<file path="src/rtl/pa_soc_prog_loader_pkg.sv">
// Shared constants and state encoding for the program loader.
// PA_SOC_LOADER_CHECKSUM_EN (see pa_soc_prog_loader.sv) enables the trailing
// checksum phase; the state encoding is identical in both builds.
package pa_soc_prog_loader_pkg;

  localparam int PA_SOC_ROM_DEPTH  = 16;
  localparam int PA_SOC_ROM_ADDR_W = 4;
  localparam int PA_SOC_TIMEOUT    = 255;

  typedef enum logic [2:0] {
    ST_IDLE  = 3'd0,
    ST_HI    = 3'd1,
    ST_LO    = 3'd2,
    ST_WR    = 3'd3,
    ST_CK_HI = 3'd4,
    ST_CK_LO = 3'd5,
    ST_DONE  = 3'd6,
    ST_ERR   = 3'd7
  } loader_state_e;

  // States in which a load is in progress (drives busy_o).
  function automatic logic is_loading(loader_state_e s);
    return (s == ST_HI) || (s == ST_LO) || (s == ST_WR) ||
           (s == ST_CK_HI) || (s == ST_CK_LO);
  endfunction

  // States from which start_i is honoured.
  function automatic logic can_start(loader_state_e s);
    return (s == ST_IDLE) || (s == ST_DONE) || (s == ST_ERR);
  endfunction

endpackage

</file>
<file path="src/rtl/pa_soc_nib_assembler.sv">
// Nibble-to-byte assembler for the program loader.
// Handshake: a nibble transfers on a rising clock edge where nib_valid and
// nib_ready are both 1; nib_ready depends only on the phase inputs, never on
// nib_valid. The high nibble arrives first. When store is set during the low
// phase, the assembled byte is registered and byte_valid pulses for exactly
// the following cycle. byte_now is the combinational {hi, incoming nibble},
// used by the caller to check the checksum byte without storing it.
module pa_soc_nib_assembler (
  input  logic       clk,
  input  logic       rst,
  input  logic       hi_phase,
  input  logic       lo_phase,
  input  logic       store,
  input  logic       nib_valid,
  input  logic [3:0] nib_data,
  output logic       nib_ready,
  output logic       xfer,
  output logic [7:0] byte_now,
  output logic       byte_valid,
  output logic [7:0] data_byte
);

  logic [3:0] hi_q;

  assign nib_ready = hi_phase | lo_phase;
  assign xfer      = nib_ready & nib_valid;
  assign byte_now  = {hi_q, nib_data};

  // Latch the high nibble, then register the byte and its one-cycle strobe.
  always_ff @(posedge clk) begin
    if (rst) begin
      hi_q       <= 4'h0;
      data_byte  <= 8'h00;
      byte_valid <= 1'b0;
    end else begin
      byte_valid <= xfer & lo_phase & store;
      if (xfer & hi_phase) hi_q <= nib_data;
      if (xfer & lo_phase & store) data_byte <= byte_now;
    end
  end

endmodule

</file>
<file path="src/rtl/pa_soc_prog_loader.sv">
// Program ROM loader: assembles a nibble stream into bytes, writes them to
// program memory, and releases the core from reset after a clean load.
// Optional macro PA_SOC_LOADER_CHECKSUM_EN adds a trailing checksum byte that
// must equal the mod-256 sum of all program bytes; without it the load ends
// after the last byte and only a timeout can fail it.
module pa_soc_prog_loader
  import pa_soc_prog_loader_pkg::*;
#(
  parameter int DEPTH   = PA_SOC_ROM_DEPTH,
  parameter int ADDR_W  = PA_SOC_ROM_ADDR_W,
  parameter int TIMEOUT = PA_SOC_TIMEOUT
) (
  input  logic              clk_i,
  input  logic              rst_i,
  input  logic              start_i,
  input  logic              nib_valid_i,
  input  logic [3:0]        nib_data_i,
  output logic              nib_ready_o,
  output logic              wr_en_o,
  output logic [ADDR_W-1:0] wr_addr_o,
  output logic [7:0]        wr_data_o,
  output logic              cpu_rst_n_o,
  output logic              busy_o,
  output logic              done_o,
  output logic              err_o
);

  localparam logic [ADDR_W-1:0] ADDR_LAST = ADDR_W'(DEPTH - 1);
  localparam logic [7:0]        TMO_LAST  = 8'(TIMEOUT - 1);

  loader_state_e     state_q, state_d;
  logic [ADDR_W-1:0] addr_q;
  logic [7:0]        tmo_q;
  logic [ADDR_W-1:0] wr_addr_q;
  logic              busy_q, done_q, err_q, cpu_rst_n_q;
  logic              hi_phase, lo_phase, xfer, tmo_hit, start_go;
  logic [7:0]        byte_now;
  logic [7:0]        data_byte;

  assign hi_phase = (state_q == ST_HI) || (state_q == ST_CK_HI);
  assign lo_phase = (state_q == ST_LO) || (state_q == ST_CK_LO);
  assign start_go = start_i && can_start(state_q);
  // The idle counter reaching TIMEOUT on this edge ends the load.
  assign tmo_hit  = nib_ready_o && !xfer && (tmo_q == TMO_LAST);

  pa_soc_nib_assembler u_asm (
    .clk        (clk_i),
    .rst        (rst_i),
    .hi_phase   (hi_phase),
    .lo_phase   (lo_phase),
    .store      (state_q == ST_LO),
    .nib_valid  (nib_valid_i),
    .nib_data   (nib_data_i),
    .nib_ready  (nib_ready_o),
    .xfer       (xfer),
    .byte_now   (byte_now),
    .byte_valid (wr_en_o),
    .data_byte  (data_byte)
  );

`ifdef PA_SOC_LOADER_CHECKSUM_EN
  logic [7:0] acc_q;

  // Running mod-256 sum of the bytes written in this load.
  always_ff @(posedge clk_i) begin
    if (rst_i || start_go) acc_q <= 8'h00;
    else if (state_q == ST_WR) acc_q <= acc_q + data_byte;
  end
`else
  logic unused_byte_now;
  assign unused_byte_now = ^byte_now;
`endif

  // State register.
  always_ff @(posedge clk_i) begin
    if (rst_i) state_q <= ST_IDLE;
    else       state_q <= state_d;
  end

  // Next-state logic.
  always_comb begin
    state_d = state_q;
    case (state_q)
      ST_IDLE, ST_DONE, ST_ERR: if (start_i) state_d = ST_HI;
      ST_HI: begin
        if (xfer)         state_d = ST_LO;
        else if (tmo_hit) state_d = ST_ERR;
      end
      ST_LO: begin
        if (xfer)         state_d = ST_WR;
        else if (tmo_hit) state_d = ST_ERR;
      end
      ST_WR: begin
`ifdef PA_SOC_LOADER_CHECKSUM_EN
        state_d = (addr_q == ADDR_LAST) ? ST_CK_HI : ST_HI;
`else
        state_d = (addr_q == ADDR_LAST) ? ST_DONE : ST_HI;
`endif
      end
`ifdef PA_SOC_LOADER_CHECKSUM_EN
      ST_CK_HI: begin
        if (xfer)         state_d = ST_CK_LO;
        else if (tmo_hit) state_d = ST_ERR;
      end
      ST_CK_LO: begin
        if (xfer)         state_d = (byte_now == acc_q) ? ST_DONE : ST_ERR;
        else if (tmo_hit) state_d = ST_ERR;
      end
`endif
      default: state_d = ST_IDLE;
    endcase
  end

  // Address and idle counters, write address hold, registered status.
  always_ff @(posedge clk_i) begin
    if (rst_i) begin
      addr_q      <= '0;
      tmo_q       <= 8'h00;
      wr_addr_q   <= '0;
      busy_q      <= 1'b0;
      done_q      <= 1'b0;
      err_q       <= 1'b0;
      cpu_rst_n_q <= 1'b0;
    end else begin
      busy_q      <= is_loading(state_d);
      done_q      <= (state_d == ST_DONE);
      err_q       <= (state_d == ST_ERR);
      // Release the core only after a full cycle in DONE.
      cpu_rst_n_q <= (state_q == ST_DONE) && (state_d == ST_DONE);
      if (start_go) begin
        addr_q <= '0;
        tmo_q  <= 8'h00;
      end else begin
        if ((state_q == ST_WR) && (addr_q != ADDR_LAST)) addr_q <= addr_q + ADDR_W'(1);
        if (nib_ready_o) tmo_q <= xfer ? 8'h00 : tmo_q + 8'd1;
      end
      if ((state_q == ST_LO) && xfer) wr_addr_q <= addr_q;
    end
  end

  assign wr_addr_o   = wr_addr_q;
  assign wr_data_o   = data_byte;
  assign busy_o      = busy_q;
  assign done_o      = done_q;
  assign err_o       = err_q;
  assign cpu_rst_n_o = cpu_rst_n_q;

endmodule

</file>
<file path="config.mk">
export PLATFORM = sky130hd
export DESIGN_NAME = pa_soc_prog_loader
export DESIGN_NICKNAME = d
export VERILOG_FILES = /design/src/rtl/pa_soc_prog_loader_pkg.sv /design/src/rtl/pa_soc_nib_assembler.sv /design/src/rtl/pa_soc_prog_loader.sv
export SDC_FILE = /design/constraint.sdc
export NUM_CORES = 1
export LEC_CHECK = 0
export CORE_UTILIZATION = 50
export CTS_CLUSTER_SIZE = 12
export DETAILED_ROUTE_END_ITERATION = 6
export GPL_ROUTABILITY_DRIVEN = 0
export PLACE_DENSITY = 0.74
export SLEW_MARGIN = 10
export SYNTH_ARGS = -nofsm -noshare
export SYNTH_HDL_FRONTEND = slang
export SYNTH_SLANG_ARGS = --single-unit
</file>
<file path="constraint.sdc">
create_clock -name clk_i -period 4.5 [get_ports clk_i]
set_input_delay 0.675 -clock clk_i [delete_from_list [all_inputs] [get_ports clk_i]]
set_output_delay 0.675 -clock clk_i [all_outputs]
set_load 0.005 [all_outputs]
</file>
==> results of run 1 <==
==> through the flow <==
stage / utilization, % / cell area, um^2 / setup WS [ps] / power, mW / hold WS, ps
global route: 65.06 / 1841 / 1689 / 0.6380 / 478.7
global placement: 62.36 / 1764 / 2189 / 0.3995 / 443.3
finish: 65.06 / 1841 / 1815 / 0.6124 / 458.0
detailed placement: 62.36 / 1764 / 2153 / 0.4028 / 446.0
floorplan: - / 1525 / 2694 / 0.3851 / 431.5
CTS: 65.06 / 1841 / 1799 / 0.6178 / 460.9
==> routing by layer <==
metal	track usage [%]	vias to the layer above	wire length [um]
li1	-	647	-
met1	26.15	573	1423
met2	32.27	19	1456
met3	4.082	6	79
met4	9.059	0	37
met5	0	-	0
==> power by group <==
part / switching (mW) / leakage, nW / internal, mW
logic: 0.0315 / 0.349 / 0.0294
registers: 0.00874 / 0.291 / 0.326
clock network: 0.101 / 0.0422 / 0.117
total: 0.141 / 0.682 / 0.471
==> flip-flops by register name, indices dropped and copies added, names as in the netlist <==
| name | flops |
|---|---|
| u_asm.data_byte | 8 |
| u_asm.hi_q | 4 |
| u_asm.byte_valid | 1 |
| err_o | 1 |
| cpu_rst_n_o | 1 |
| done_o | 1 |
| tmo_q | 8 |
| busy_o | 1 |
| state_q | 3 |
| wr_addr_o | 4 |
| addr_q | 4 |
==> kinds of logic after synthesis <==
kind of cell | Yosys count | share of synthesized area (%)
and+or+nand+nor | 81 | 25.10
DFF | 36 | 47.25
AOI/OAI and AO/OA | 28 | 11.73
buffers and inverters | 13 | 3.773
xor gates and xnor gates | 10 | 5.742
muxes | 6 | 3.938
adders and majority gates | 3 | 2.461
==> worst min-delay path, cell delays in order (launching register included) <==
cell     delay, ps
dfxtp_1        320
nand2_1         50
a21oi_1         50
==> how the worst max path moves through the flow <==
stage / from / to / slack, ps
after CTS: state_q[0]$_SDFF_PP0_ / nib_ready_o / 1800
after global placement: nib_valid_i / state_q[0]$_SDFF_PP0_ / 2190
after global routing: state_q[0]$_SDFF_PP0_ / nib_ready_o / 1690
after detailed placement: rst_i / tmo_q[0]$_SDFFE_PP0N_ / 2150
after floorplan: nib_valid_i / err_o$_SDFF_PP0_ / 2690
final: state_q[1]$_SDFF_PP0_ / nib_ready_o / 1810
==> cells in the mapped netlist <==
cell	instances
a31oi_1	3
a21oi_2	1
a311o_1	1
nor4_1	1
buf_6	1
nor3b_1	1
nor2b_1	2
and2_1	2
ha_1	3
buf_1	1
nand3b_1	2
a221o_1	1
nand4_1	4
and3_1	3
inv_1	2
a21oi_1	14
and4_1	2
nand3_1	5
nand4b_1	2
xor2_1	6
o22a_1	1
dfxtp_1	36
o221a_2	1
or3_1	2
nand2b_1	2
a21o_1	2
a211oi_1	1
o21ai_1	1
clkbuf_1	8
buf_2	1
xnor2_1	4
mux2i_1	6
o21ai_0	1
nor3_1	1
a311oi_1	1
nand2_1	31
nor2_1	21
==> final cells by class <==
type | instances | area share [%]
clock buffers | 6 | 2.243
inverters | 2 | 0.4079
multi-input cells | 128 | 40.58
flip-flops and latches | 36 | 39.16
clock inverters | 2 | 1.903
well taps | 31 | 2.107
repair buffers | 25 | 13.60
==> flow_summary.ini, run 1 <==
[logic_synthesis]
synth_top_area_cell = dfxtp_1
synthCells = 177
syn_avg_cell_area_um2 = 8.617
synth_cell_types = 37
yosysWarnings = 0
synth_area_leaders = dfxtp_1 47%, nand2_1 7.6%, nor2_1 5.2%
ys_seq_area_share_pct = 47.25
synth_seq_cells = 36
syn_area_mm2 = 0.001525
synth_top_area_share_pct = 47.25
syn_nets = 188

[routing]
drt_pass1_iterations = 7
drc = 2
drt-initial-drc-count = 36
vias = 1245
detail_route.wl_per_cell_um = 13.03
postRouteAntennaNets = 0
viasPerCell = 5.413
routed_wl_mm = 2.997

[sta]
fin_crit_sh_pct = 59.67
clock_skew_ps = 8.608
slew_viol_final = 0
slew_headroom_pct = 42.44
rsz0062_at_grt = false
hold_viol_final = 0
worst_slew_pin_slew_ps = 860.8
setup_tns_ps = 0
fmax_mhz = 372.4
setup_viol = 0
post-route-min-period_ps = 2685

[critical_path]
crit_cells = 3
worstRegToRegCells = 4
cp_top_family = simple AND/OR/NAND/NOR gates
cp_slowest_stage_delay_ps = 520
required_ps = 3830
r2r_slack_ps = 2590
critical_path.cell_chain = or3_1, and2_1, clkdlybuf4s50_1
rr_startpoint = state_q[1]$_SDFF_PP0_
cp_max_fo = 15
cp-start-kind = register
arrival_ps = 2010
cp-end-kind = output pin
r2r-end = tmo_q[5]$_SDFFE_PP0N_
critical_path_buf_inv_count = 1
slowest_stage = or3_1
critPathKind = register to output pin

[floorplanning]
die-width_um = 57.23
io_pins = 26
die_y_um = 57.23
initial_core_util_pct = 53.91
dieArea_mm2 = 0.003275
fp-row-count = 19
coreArea_mm2 = 0.002829

[layout]
most-common-layout-cells = 36 x dfxtp_1, 31 x nand2_1, 25 x clkdlybuf4s50_1
area_delta_synth_final_pct = 20.67
layout.cells.non_filler = 230
mostFrequentLayoutCell = dfxtp_1
multi_input_area_um2 = 747.0
nNetsFinal = 209
final_layout_size_suffix_gt1_share_pct = 4.523
fillers = 250
diodes = 0
seqCellArea_um2 = 720.7

[clock_network]
worstSkewPairLatency_ps = 330
clock_sinks = 36
cts_resized = 0
h-tree-depth = 2
post-cts-setup-buffers = 0
hold_buffers = 0
clk_pin_slew_ps = 110
cts_max_path_buffers = 2
cts_tree = done
cts_root_buf = clkbuf_4
numCtsBuffers = 5

[grt]
grt_pass1_vias = 1152
antenna_found_initial = 0
grt_pass1_wl_mm = 5.071
grt_overflow = 0
grt_max_degree = 26
grt.total_usage_pct = 20.08

[run_status]
outcome = finished with violations
violations = DRC

[job]
maxCapViolCount = 0

[place]
dp_cells = 222
dp_hpwl_mm = 2.170
port_buffers = 25

[min_path]
hold_path_end = u_asm.data_byte[3]$_SDFFE_PP0P_
min_from = u_asm.data_byte[3]$_SDFFE_PP0P_
whs_path_depth = 2
hp-class = register to register

[power_and_ir_drop]
p_leak_nw = 0.6825
power_density_mw_per_mm2 = 332.7
vdd_drop_max_mv = 0.2261
Note: power is estimated with default switching activity, not from simulation.
==> run 2: changes to the inputs <==
CORE_UTILIZATION = 46   (was 50)
PLACE_DENSITY = 0.72   (was 0.74)
clock period = 2.4 ns   (was 4.5 ns; I/O delays follow)
==> flow_summary.ini, run 2 (synthesis gave the netlist of run 1 again) <==
[run_status]
outcome = finished clean

[floorplanning]
dieArea_mm2 = 0.003550
die_y_um = 59.58
coreArea_mm2 = 0.003103
die-width_um = 59.58
io_pins = 26
fp-row-count = 20
initial_core_util_pct = 49.15

[min_path]
hp-class = register to register
whs_path_depth = 2
hold_path_end = u_asm.data_byte[1]$_SDFFE_PP0P_
min_from = u_asm.data_byte[1]$_SDFFE_PP0P_

[sta]
setup_viol = 0
fin_crit_sh_pct = 93.57
rsz0062_at_grt = false
slew_headroom_pct = 65.52
setup_tns_ps = 0
worst_slew_pin_slew_ps = 514.8
fmax_mhz = 445.3
clock_skew_ps = 16.84
slew_viol_final = 0
hold_viol_final = 0
post-route-min-period_ps = 2246

[clock_network]
cts_tree = done
clock_sinks = 36
cts_max_path_buffers = 2
hold_buffers = 0
cts_root_buf = clkbuf_4
worstSkewPairLatency_ps = 340
h-tree-depth = 2
numCtsBuffers = 5
cts_resized = 1
clk_pin_slew_ps = 110
post-cts-setup-buffers = 0

[critical_path]
cp_max_fo = 12
critPathKind = register to output pin
cp-end-kind = output pin
r2r_slack_ps = 650
worstRegToRegCells = 4
r2r-end = tmo_q[6]$_SDFFE_PP0N_
required_ps = 2040
arrival_ps = 1890
rr_startpoint = state_q[0]$_SDFF_PP0_
cp-start-kind = register

[grt]
antenna_found_initial = 0
grt_overflow = 0
grt.total_usage_pct = 19.22
grt_max_degree = 26
grt_pass1_wl_mm = 5.078
grt_pass1_vias = 1162

[power_and_ir_drop]
power.total_mw = 1.063
internal-power_uw = 782.8
power_density_mw_per_mm2 = 571.8
pwr-share-seq_pct = 59.1
vdd_drop_max_mv = 0.3218
clkPwrFrac_pct = 29.8
combPwrFrac_pct = 11.2
swShare_pct = 26.37
p_leak_nw = 0.6841
p_sw_uw = 280.4

[layout]
largestRegisters = tmo_q (8), u_asm.data_byte (8)
mostFrequentLayoutCell = dfxtp_1
most-common-layout-cells = 34 x dfxtp_1, 31 x nand2_1, 25 x clkdlybuf4s50_1
area_delta_synth_final_pct = 21.90
final_layout_size_suffix_gt1_share_pct = 7.463
nNetsFinal = 211
diodes = 0

[routing]
detail_route.wl_per_cell_um = 12.21
drt-initial-drc-count = 69
drt_pass1_iterations = 4
vias = 1294
postRouteAntennaNets = 0
drc = 0
viasPerCell = 5.282
routed_wl_mm = 2.992

[job]
maxCapViolCount = 0

[place]
port_buffers = 25
dp_hpwl_mm = 2.139
run 2: changes by cell type in the layout (fill, tap and decap cells not counted):
cell | previous run | this run
clkinv_4 | 0 | 1
dfxtp_1 | 36 | 34
dfxtp_2 | 0 | 2
or3_1 | 2 | 1
bufinv_16 | 1 | 0
buf_4 | 0 | 2
clkbuf_1 | 1 | 0
clkinv_2 | 1 | 2
or3_4 | 0 | 1
run 2: critical path, stage by stage, from the launching register on:
cell and delay (ps):
dfxtp_1 550, or3_4 240, and2_1 220, clkdlybuf4s50_1 530
run 2: layer usage:
layer	routed length (um)	part of all wire (%)	up-vias	track usage, %
li1	-	-	651	-
met3	155	5.2	5	5.240
met4	33	1.1	0	6.977
met2	1443	48	27	32.10
met1	1359	45	611	23.67
met5	0	0	-	0
run 2: worst max path at each step:
| stage | from | to | slack, ps | cells past startpoint |
|---|---|---|---|---|
| final | state_q[2]$_SDFF_PP0_ | nib_ready_o | 150 | 3 |
| after global routing | state_q[2]$_SDFF_PP0_ | nib_ready_o | 60 | 3 |
| after CTS | state_q[0]$_SDFF_PP0_ | nib_ready_o | 80 | 3 |
| after detailed placement | state_q[0]$_SDFF_PP0_ | nib_ready_o | 390 | 3 |
| after global placement | state_q[0]$_SDFF_PP0_ | nib_ready_o | 410 | 3 |
| after floorplan | state_q[1]$_SDFF_PP0_ | tmo_q[4]$_SDFFE_PP0N_ | 720 | 6 |
run 2: layout make-up:
class | count | area, um^2
clock inverters | 3 | 18.77
multi-input cells | 128 | 752.0
fillers | 300 | 1244
clock buffers | 5 | 37.54
inverters | 2 | 7.507
well taps | 44 | 55.05
flip-flops and latches | 36 | 723.2
repair buffers | 27 | 265.3
run 2: stage by stage:
step                setup slack, ps  hold WS (ps)  util, %  std cells  area, um^2
CTS                           79.13         462.0    59.84        245        1857
floorplan                     721.0         431.5        -        177        1525
global placement              414.5         444.8    57.86        237        1795
finish                        154.3         460.7    59.92        245        1859
detailed placement            391.7         446.6    57.86        237        1795
global route                  60.34         473.4    59.92        245        1859
run 2: power groups by stage:
stage / logic (mW) / clock network (mW) / registers, mW
floorplan: 0.0901 / 0 / 0.632
global placement: 0.112 / 0 / 0.639
detailed placement: 0.116 / 0 / 0.641
CTS: 0.119 / 0.319 / 0.627
global route: 0.131 / 0.351 / 0.631
finish: 0.119 / 0.316 / 0.628
==> run 3: changes to the inputs <==
HOLD_SLACK_MARGIN = 0.12   (was unset)
==> results of run 3 <==
Final layout, timing and power as in run 2 (identical DEF).
